File: config.mk
export PLATFORM = sky130hd
export DESIGN_NAME = rf_read_control
export DESIGN_NICKNAME = d
export VERILOG_FILES = /design/src/rtl/rf_read_control_pkg.sv /design/src/rtl/rf_read_control_ir_src_decode.sv /design/src/rtl/rf_read_control.sv
export SDC_FILE = /design/constraint.sdc
export NUM_CORES = 1
export LEC_CHECK = 0
export BUFFER_PORTS_ARGS = -buffer_cell sky130_fd_sc_hd__buf_2
export CORE_UTILIZATION = 52
export CTS_CLUSTER_SIZE = 8
export DETAILED_ROUTE_END_ITERATION = 8
export PLACE_DENSITY = 0.76
export SYNTH_ARGS = -nofsm -noshare
export SYNTH_HDL_FRONTEND = slang
export SYNTH_SLANG_ARGS = --single-unit
File: constraint.sdc
create_clock -name clock -period 2.3 [get_ports clock]
set_input_delay 0.23 -clock clock [delete_from_list [all_inputs] [get_ports clock]]
set_output_delay 0.23 -clock clock [all_outputs]
set_load 0.02 [all_outputs]
File: src/rtl/rf_read_control_pkg.sv
// rtl/rf_read_control_pkg.sv - shared opcode, field and decode definitions for the 8-bit pipeline
package rf_read_control_pkg;

  localparam int RX_MSB = 7;
  localparam int RX_LSB = 6;
  localparam int RY_MSB = 5;
  localparam int RY_LSB = 4;
  localparam int OP_MSB = 3;
  localparam int OP_LSB = 0;

  localparam logic [3:0] OP_LOAD  = 4'b0000;
  localparam logic [3:0] OP_STOP  = 4'b0001;
  localparam logic [3:0] OP_STORE = 4'b0010;
  localparam logic [3:0] OP_SHIFT = 4'b0011;
  localparam logic [3:0] OP_ADD   = 4'b0100;
  localparam logic [3:0] OP_BZ    = 4'b0101;
  localparam logic [3:0] OP_SUB   = 4'b0110;
  localparam logic [3:0] OP_ORI   = 4'b0111;
  localparam logic [3:0] OP_NAND  = 4'b1000;
  localparam logic [3:0] OP_BNZ   = 4'b1001;
  localparam logic [3:0] OP_NOP   = 4'b1010;
  localparam logic [3:0] OP_BPZ   = 4'b1101;

  // ori and shift are recognised by their low three opcode bits only
  localparam logic [2:0] ORI_LOW   = 3'b111;
  localparam logic [2:0] SHIFT_LOW = 3'b011;

  localparam logic [1:0] ORI_REG   = 2'd1;
  localparam logic [7:0] NOP_INSTR = {4'b0000, OP_NOP};

endpackage

File: src/rtl/rf_read_control_ir_src_decode.sv
// rtl/rf_read_control_ir_src_decode.sv - combinational source/destination decode of IR2
module ir_src_decode
  import rf_read_control_pkg::*;
(
  input  logic [7:0] ir,
  output logic       rdA_en,
  output logic [1:0] rdA,
  output logic       rdB_en,
  output logic [1:0] rdB,
  output logic       wr_en,
  output logic [1:0] wr_reg,
  output logic       is_stop
);

  logic [1:0] rx;
  logic [1:0] ry;
  logic [3:0] op;

  assign rx = ir[RX_MSB:RX_LSB];
  assign ry = ir[RY_MSB:RY_LSB];
  assign op = ir[OP_MSB:OP_LSB];

  always_comb begin
    rdA_en  = 1'b0;
    rdA     = 2'd0;
    rdB_en  = 1'b0;
    rdB     = 2'd0;
    wr_en   = 1'b0;
    wr_reg  = 2'd0;
    is_stop = 1'b0;
    if (op[2:0] == ORI_LOW) begin
      rdA_en = 1'b1;
      rdA    = ORI_REG;
      wr_en  = 1'b1;
      wr_reg = ORI_REG;
    end else if (op[2:0] == SHIFT_LOW) begin
      rdA_en = 1'b1;
      rdA    = rx;
      wr_en  = 1'b1;
      wr_reg = rx;
    end else begin
      case (op)
        OP_LOAD: begin
          rdB_en = 1'b1;
          rdB    = ry;
          wr_en  = 1'b1;
          wr_reg = rx;
        end
        OP_STORE: begin
          rdA_en = 1'b1;
          rdA    = rx;
          rdB_en = 1'b1;
          rdB    = ry;
        end
        OP_ADD, OP_SUB, OP_NAND: begin
          rdA_en = 1'b1;
          rdA    = rx;
          rdB_en = 1'b1;
          rdB    = ry;
          wr_en  = 1'b1;
          wr_reg = rx;
        end
        OP_STOP: is_stop = 1'b1;
        default: ;
      endcase
    end
  end

endmodule

File: src/rtl/rf_read_control.sv
// rtl/rf_read_control.sv - decode-stage scoreboard, issue/stall/bubble control
module rf_read_control
  import rf_read_control_pkg::*;
#(
  parameter int NREG = 4,
  parameter int CMAX = 3
) (
  input  logic                    clock,
  input  logic                    reset,
  input  logic [7:0]              IR2,
  input  logic                    IR2Valid,
  input  logic                    Squash,
  input  logic                    WBRFWrite,
  input  logic [$clog2(NREG)-1:0] WBReg,
  output logic                    Issue,
  output logic                    Stall,
  output logic                    Bubble,
  output logic [NREG-1:0]         Busy,
  output logic                    Halted,
  output logic                    ScbErr
);

  localparam int AW = $clog2(NREG);
  localparam int CW = $clog2(CMAX + 1);
  localparam logic [CW-1:0] CNT_MAX = CW'(CMAX);

  logic          rdA_en, rdB_en, wr_en, is_stop;
  logic [1:0]    rdA, rdB, wr_reg;
  logic [CW-1:0] cnt [NREG];
  logic [NREG-1:0] inc_vec, dec_vec;
  logic          hazard;

  ir_src_decode u_decode (
    .ir      (IR2),
    .rdA_en  (rdA_en),
    .rdA     (rdA),
    .rdB_en  (rdB_en),
    .rdB     (rdB),
    .wr_en   (wr_en),
    .wr_reg  (wr_reg),
    .is_stop (is_stop)
  );

  // No bypass: hazard looks only at registered counters, never at this cycle's write-back
  always_comb begin
    hazard = IR2Valid && ((rdA_en && cnt[AW'(rdA)] != '0) ||
                          (rdB_en && cnt[AW'(rdB)] != '0) ||
                          (wr_en && cnt[AW'(wr_reg)] == CNT_MAX));
    Issue  = IR2Valid && !Squash && !hazard && !Halted;
    Stall  = IR2Valid && !Squash && (hazard || Halted);
    Bubble = !Issue;
  end

  always_comb begin
    for (int r = 0; r < NREG; r++) begin
      Busy[r]    = (cnt[r] != '0);
      inc_vec[r] = Issue && wr_en && (AW'(wr_reg) == AW'(r));
      dec_vec[r] = WBRFWrite && (WBReg == AW'(r));
    end
  end

  always_ff @(posedge clock or posedge reset) begin
    if (reset) begin
      for (int r = 0; r < NREG; r++) cnt[r] <= '0;
      Halted <= 1'b0;
      ScbErr <= 1'b0;
    end else begin
      for (int r = 0; r < NREG; r++) begin
        case ({inc_vec[r], dec_vec[r]})
          2'b10:   if (cnt[r] != CNT_MAX) cnt[r] <= cnt[r] + CW'(1);
          2'b01:   if (cnt[r] != '0) cnt[r] <= cnt[r] - CW'(1);
          default: ;
        endcase
      end
      if (|(dec_vec & ~inc_vec & ~Busy)) ScbErr <= 1'b1;
      if (Issue && is_stop) Halted <= 1'b1;
    end
  end

endmodule

-- Word level (Yosys, flattened, before mapping)
Cells that the tools add are included.
- muxes and demuxes: 42
- order comparisons: 3
- add/sub/neg operators: 8
- equality and inequality tests: 34
- bitwise operators: 7
- reductions and logical operators: 46
- operators by type and width (operator ; number):
    $mux W2 ; 23
    $ne A2 B2 Y1 const B ; 12
    $reduce_bool A2 Y1 ; 10
    $eq A2 B2 Y1 const B ; 9
    $logic_and A1 B1 Y1 ; 18
    $pmux W2 S2 ; 4
    $bmux W2 S2 ; 3
    $eq A2 B1 Y1 const B ; 6
    $mux W1 ; 12
    $reduce_and A3 Y1 ; 4
    $reduce_or A4 Y1 ; 3
    $ge A3 B3 Y1 const B ; 3
    $not A2 Y3 ; 3
    $add A2 B1 Y2 const B ; 4
    $and A4 B4 Y4 ; 2
    $eq A4 B3 Y1 const B ; 2
    $not A4 Y4 ; 2
    $sub A2 B1 Y2 const B ; 4
    $reduce_or A5 Y1 ; 1
    $eq A4 B1 Y1 const B ; 1
    $eq A4 B2 Y1 const B ; 1
    $eq A4 B4 Y1 const B ; 1
    $logic_not A1 Y1 ; 4
    $logic_not A2 Y1 ; 2
    4 further kinds ; 6
- input port bits: 15
- logic and storage cells: 146
- flip-flop bits (word level): 10

-- Depth between registers and ports, before layout
- word-level depth: 23
- depth in mapped cells: 7
- gate-level depth less buffers: 7

-- Cells and area by module
A second synthesis with hierarchy kept.
- cells, all modules: 124
- area total of the unflattened synthesis: 1021.0 um^2
- by module, submodules not included (module ; cells an instance ; times used ; area each (um^2) ; sequential area each (um^2)):
    rf_read_control ; 96 ; 1 ; 838.3 ; 250.2
    ir_src_decode ; 28 ; 1 ; 182.7 ; 0.0

-- Least setup slack after synthesis
Ideal clock, no wire load.
- path type: reg-to-reg
- start point: register cnt[6] in the netlist's numbering
- end point: register Halted
- slack: -13 ps
- data arrival time: 2203 ps
- stages on the path, launching flop included: 7
- path buffers: 0
- path through: dfrtp_1 > or3_1 > a211oi_1 > nor4_2 > a2111oi_4 > inv_2 > o41ai_1
- longest elaborated chain between the ends: 12
- RTL lines (what ; line ; RTL):
    start, declared ; rf_read_control.sv:29 ; logic [CW-1:0] cnt [NREG];
    $bmux W2 S2 (on tied branches) ; rf_read_control.sv:46, rf_read_control.sv:47 ;
    $mux W2 (on tied branches) (2 in a row) ; rf_read_control.sv:46, rf_read_control.sv:47 ;
    $reduce_bool A2 Y1 (on tied branches) ; rf_read_control.sv:46, rf_read_control.sv:47 ;
    $logic_and A1 B1 Y1 (on tied branches) ; rf_read_control.sv:46, rf_read_control.sv:47 ;
    $logic_or A1 B1 Y1 ; rf_read_control.sv:46 ; hazard = IR2Valid && ((rdA_en && cnt[AW'(rdA)] != '0) ||
    $logic_or A1 B1 Y1 * ; rf_read_control.sv:47 ; (rdB_en && cnt[AW'(rdB)] != '0) ||
    $logic_and A1 B1 Y1 * ; rf_read_control.sv:46 ;
    $logic_not A1 Y1 * ; rf_read_control.sv:49 ; Issue = IR2Valid && !Squash && !hazard && !Halted;
    $logic_and A1 B1 Y1 * (2 in a row) ; rf_read_control.sv:49 ;
    net Issue ; rf_read_control.sv:15 ; output logic Issue,
    $logic_and A1 B1 Y1 * ; rf_read_control.sv:76 ; if (Issue && is_stop) Halted <= 1'b1;
    end signal, assigned ; rf_read_control.sv:65 ; Halted <= 1'b0;
    end signal, assigned ; rf_read_control.sv:76 ;
    end, declared ; rf_read_control.sv:19 ; output logic Halted,
Mark *: on every way through the listed nets, which the timed path passes. The rest lies on a longest branch. The select of a mux whose other input is x is not followed.
A chain may end at the register's enable or synchronous reset.

-- Worst setup path in the final report
- start point: register cnt[7] in the netlist's numbering
- end point: output port Bubble
- longest elaborated chain between the ends: 12
- RTL lines (what ; line ; RTL):
    $bmux W2 S2 (on tied branches) ; rf_read_control.sv:46, rf_read_control.sv:47 ;
    $mux W2 (on tied branches) (2 in a row) ; rf_read_control.sv:46, rf_read_control.sv:47 ;
    $reduce_bool A2 Y1 (on tied branches) ; rf_read_control.sv:46, rf_read_control.sv:47 ;
    $logic_and A1 B1 Y1 (on tied branches) ; rf_read_control.sv:46, rf_read_control.sv:47 ;
    $logic_or A1 B1 Y1 ; rf_read_control.sv:46 ;
    $logic_or A1 B1 Y1 * ; rf_read_control.sv:47 ;
    $logic_and A1 B1 Y1 * ; rf_read_control.sv:46 ;
    $logic_not A1 Y1 * ; rf_read_control.sv:49 ;
    $logic_and A1 B1 Y1 * (2 in a row) ; rf_read_control.sv:49 ;
    $logic_not A1 Y1 * ; rf_read_control.sv:51 ; Bubble = !Issue;
    end, declared ; rf_read_control.sv:17 ; output logic Bubble,
Every way passes the cells marked *; elsewhere a longest branch is shown, timed or not. The select of a mux whose other input is x is not followed.

==> flow_summary.json <==
{
  "status": "complete, but fails checks",
  "violations": "setup timing",
  "io_pins": 24,
  "yosysTopAreaCellShare_pct": 20.6,
  "hold-path-endpoint": "Halted",
  "period_share_pct": 100,
  "finClkSkew_ns": 0.00443,
  "yosys.area.top_type": "dfrtp_1",
  "path_cells": "or3_4 > a211oi_4 > nor4_4 > a2111oi_4 > inv_2 > buf_6",
  "p_leak_uw": 0.000687,
  "maxCapViolations": 0,
  "top_layer_used": "met4",
  "drive_above_1_share_pct": 35.0,
  "grt_pass1_vias": 1228,
  "synth_edf_count": 0,
  "clock_latency_ns": 0.28,
  "wl_met3_um": 161,
  "grt_pass1_wl_mm": 5.52,
  "arrival_ns": 2.07,
  "grtUsageTotal_pct": 29.8,
  "grt_setup_unrepaired": "true",
  "worstSetupStartpointType": "flip-flop",
  "tightest_slew_ns": 0.605,
  "hold_class": "in -> reg",
  "hpwl_mm": 2.51,
  "worstHoldStart": "IR2[3]",
  "setup_violations": 1,
  "die_width_um": 50.3,
  "critical_path.max_stage_delay_ns": 0.43,
  "whs_ns": 0.212,
  "fin_nets": 199,
  "synth_compound_area_share_pct": 32.7,
  "synthXorXnorAreaFrac_pct": 0,
  "wl_met2_mm": 1.79,
  "ys_seq_area_share_pct": 20.6,
  "p_sw_uw": 177,
  "n_antenna_cell": 0,
  "ff2ff_path_depth": 7,
  "die_h_um": 50.3,
  "antenna_found_initial": 0,
  "r2r_slack_ns": 0.09,
  "antenna_left": 0,
  "path_class": "reg -> out",
  "end_kind": "primary output",
  "p_comb_share_pct": 30.7,
  "final_cells": 211,
  "finalCriticalPeriod_ns": 2.30,
  "die_area_um2": 2530,
  "avgSynthCellArea_um2": 8.15,
  "ir_drop_mv": 0.313,
  "syn2layout_area_growth_pct": 26.0,
  "core_um2": 2210,
  "drtPass1Iterations": 4,
  "crit_slowest_cell": "dfrtp_1",
  "synth_fa_ha_area_share_pct": 0,
  "synthesis.area_um2": 1210,
  "p_clk_share_pct": 33.5,
  "grt_max_degree": 14,
  "fill_cells": 199,
  "overflow": 0,
  "wl_mm": 3.56,
  "yosys-top-cells-area": "dfrtp_1 21%, mux2i_1 5.8%, nand2_1 4.6%, mux2_1 3.7%, inv_1 3.1%",
  "initial_utilization_pct": 54.9,
  "synth_fp_nets": 164,
  "met1Wirelength_mm": 1.49,
  "p_int_uw": 336,
  "synthArstFlopShare_pct": 100,
  "io_buffers": 23,
  "finalHoldViolCount": 0,
  "cts_tree": "yes",
  "swShare_pct": 34.6,
  "cp_max_fo": 3,
  "slew_headroom_pct": 59.2,
  "synth_top_family_by_area": "compound AO/OA/AOI/OAI gates",
  "routed_via_density": 6.37,
  "drt_iter0_drc": 45,
  "whs_path_depth": 2,
  "fmax_ghz": 0.435,
  "synth_mux_area_share_pct": 11.3,
  "vias": 1345,
  "r2r_end": "cnt[0]",
  "cts.reportedPaths.clkPinSlew_ns": 0.08,
  "synth_seq_cells": 10,
  "cts.sink_count": 10,
  "row_count": 17,
  "root_buffer": "clkbuf_4",
  "synthCells": 149,
  "clk_path_buf_depth": 2,
  "ys_warn_count": 0,
  "sequentialPowerShare_pct": 35.7,
  "synth-simple-area-share_pct": 29.2,
  "regToRegStartpoint": "cnt[7]",
  "worstPathRequired_ns": 2.07,
  "routedWlPerCell_um": 16.9,
  "powerDensity_nw_per_um2": 336,
  "drc_errors": 0,
  "cts-buffers-inserted": 3,
  "yosys_most_used_dff": "dfrtp_1",
  "finalWorstSetupSlack_ns": -0.000532,
  "htree_levels": 1,
  "netlist-cell-type-count": 55,
  "globalplace.congestion": 0.936,
  "final_max_slew_viol_count": 0,
  "dp_cells": 199
}
## cell type report
| type | count | area [µm²] | share of cell area [%] |
|---|---|---|---|
| well taps | 28 | 35.0 | 2.29 |
| clock buffers | 4 | 36.3 | 2.37 |
| repair buffers | 36 | 224 | 14.6 |
| inverters | 11 | 41.3 | 2.70 |
| flip-flops and latches | 10 | 251 | 16.4 |
| multi-input cells | 122 | 941 | 61.5 |
## layout by cell type (no fill, tap or decap), types with 3 or more instances in the layout
master | netlist | layout
and3_1 | 3 | 3
mux2i_1 | 7 | 7
dfrtp_1 | 10 | 9
a211o_1 | 3 | 3
nand3_1 | 3 | 3
buf_2 | 3 | 21
inv_1 | 10 | 10
nand2_1 | 15 | 15
a21oi_1 | 6 | 6
o22ai_1 | 3 | 3
mux2_1 | 4 | 4
nor2_1 | 8 | 8
nor3_1 | 3 | 3
nor2b_1 | 3 | 3
or2_2 | 5 | 5
o21ai_0 | 7 | 7
buf_4 | 0 | 13
clkbuf_4 | 0 | 3
nand2b_1 | 4 | 4
## timing repair
item                       in CTS  in global routing
buffers inserted                6                  1
resized for setup               7                  4
pin swaps                       4                  4
setup endpoints to repair       2                  3
hold buffers                    1                  0
gates cloned                    0                  0
hold endpoints to repair       10                  0
## layer usage
| metal | up-vias | global-route usage (%) |
|---|---|---|
| met1 | 651 | 33.2 |
| met5 | - | 0 |
| met2 | 44 | 53.6 |
| li1 | 638 | - |
| met3 | 12 | 3.03 |
| met4 | 0 | 18.5 |
## worst max-delay path: cells and delay by family, from the launching register on
| kind | cells | cell delay, ns |
|---|---|---|
| buffers and inverters | 2 | 0.22 |
| AO/OA/AOI/OAI | 2 | 0.64 |
| AND/OR/NAND/NOR | 2 | 0.51 |
| flip-flops | 1 | 0.43 |
## cells in the mapped netlist, types with 2 or more instances
cell type and number:
o22ai_1 3, and3_1 3, inv_1 10, o2111ai_1 2, a31oi_1 2, a211o_1 3
buf_2 3, o21bai_1 2, nand3_1 3, dfrtp_1 10, nand2b_1 4, nor3b_1 2
a211oi_1 4, nor2_1 8, o21ai_0 7, nor2b_1 3, mux2_2 2, nand2_1 15
mux2i_1 7, nand4b_1 2, a21oi_1 6, or2_2 5, or3_1 2, nor3_1 3
a2bb2oi_1 2, nand3b_1 2, o211ai_1 2, mux2_1 4, o211a_1 2
## registers in the layout, summed over array words and instances (netlist names)
signal	cells
cnt	8
ScbErr	1
Halted	1
## power by group through the flow
| stage | sequential, µW | clock [µW] | combinational [µW] |
|---|---|---|---|
| CTS | 183 | 172 | 149 |
| global placement | 186 | 0 | 135 |
| floorplan | 185 | 0 | 101 |
| detailed placement | 186 | 0 | 138 |
| finish | 183 | 172 | 158 |
| global route | 184 | 177 | 171 |
## kinds of logic (layout without fill, tap and decap cells)
family,Yosys count,after routing
AND/OR/NAND/NOR,61,61
AO/OA/AOI/OAI,48,48
buffers and inverters,17,51
flip-flops,10,10
multiplexers,13,13
## through the flow
step	power, µW	TNS, ns	util (%)	worst slack [ns]	cell area, µm²
final	513	-0.000532	69.1	-0.000532	1530
after global routing	532	-0.145	69.1	-0.0814	1530
after CTS	504	-0.0445	67.7	-0.0284	1500
after detailed placement	325	0	62.3	0.0555	1380
after global placement	321	0	62.3	0.0709	1380
after floorplan	287	0	-	0.00684	1220
## how the worst max path moves through the flow
stage            from      to  slack, ns  cells past startpoint
4_1_cts        cnt[3]  Bubble      -0.03                      6
3_5_place_dp   cnt[2]  Bubble       0.06                      6
2_1_floorplan  cnt[6]  Halted      0.007                      6
6_report       cnt[7]  Bubble    -0.0005                      6
5_1_grt        cnt[0]  Bubble      -0.08                      7
3_3_place_gp   cnt[2]   Issue       0.07                      5
No activity file was read; power rests on OpenSTA's default activity.
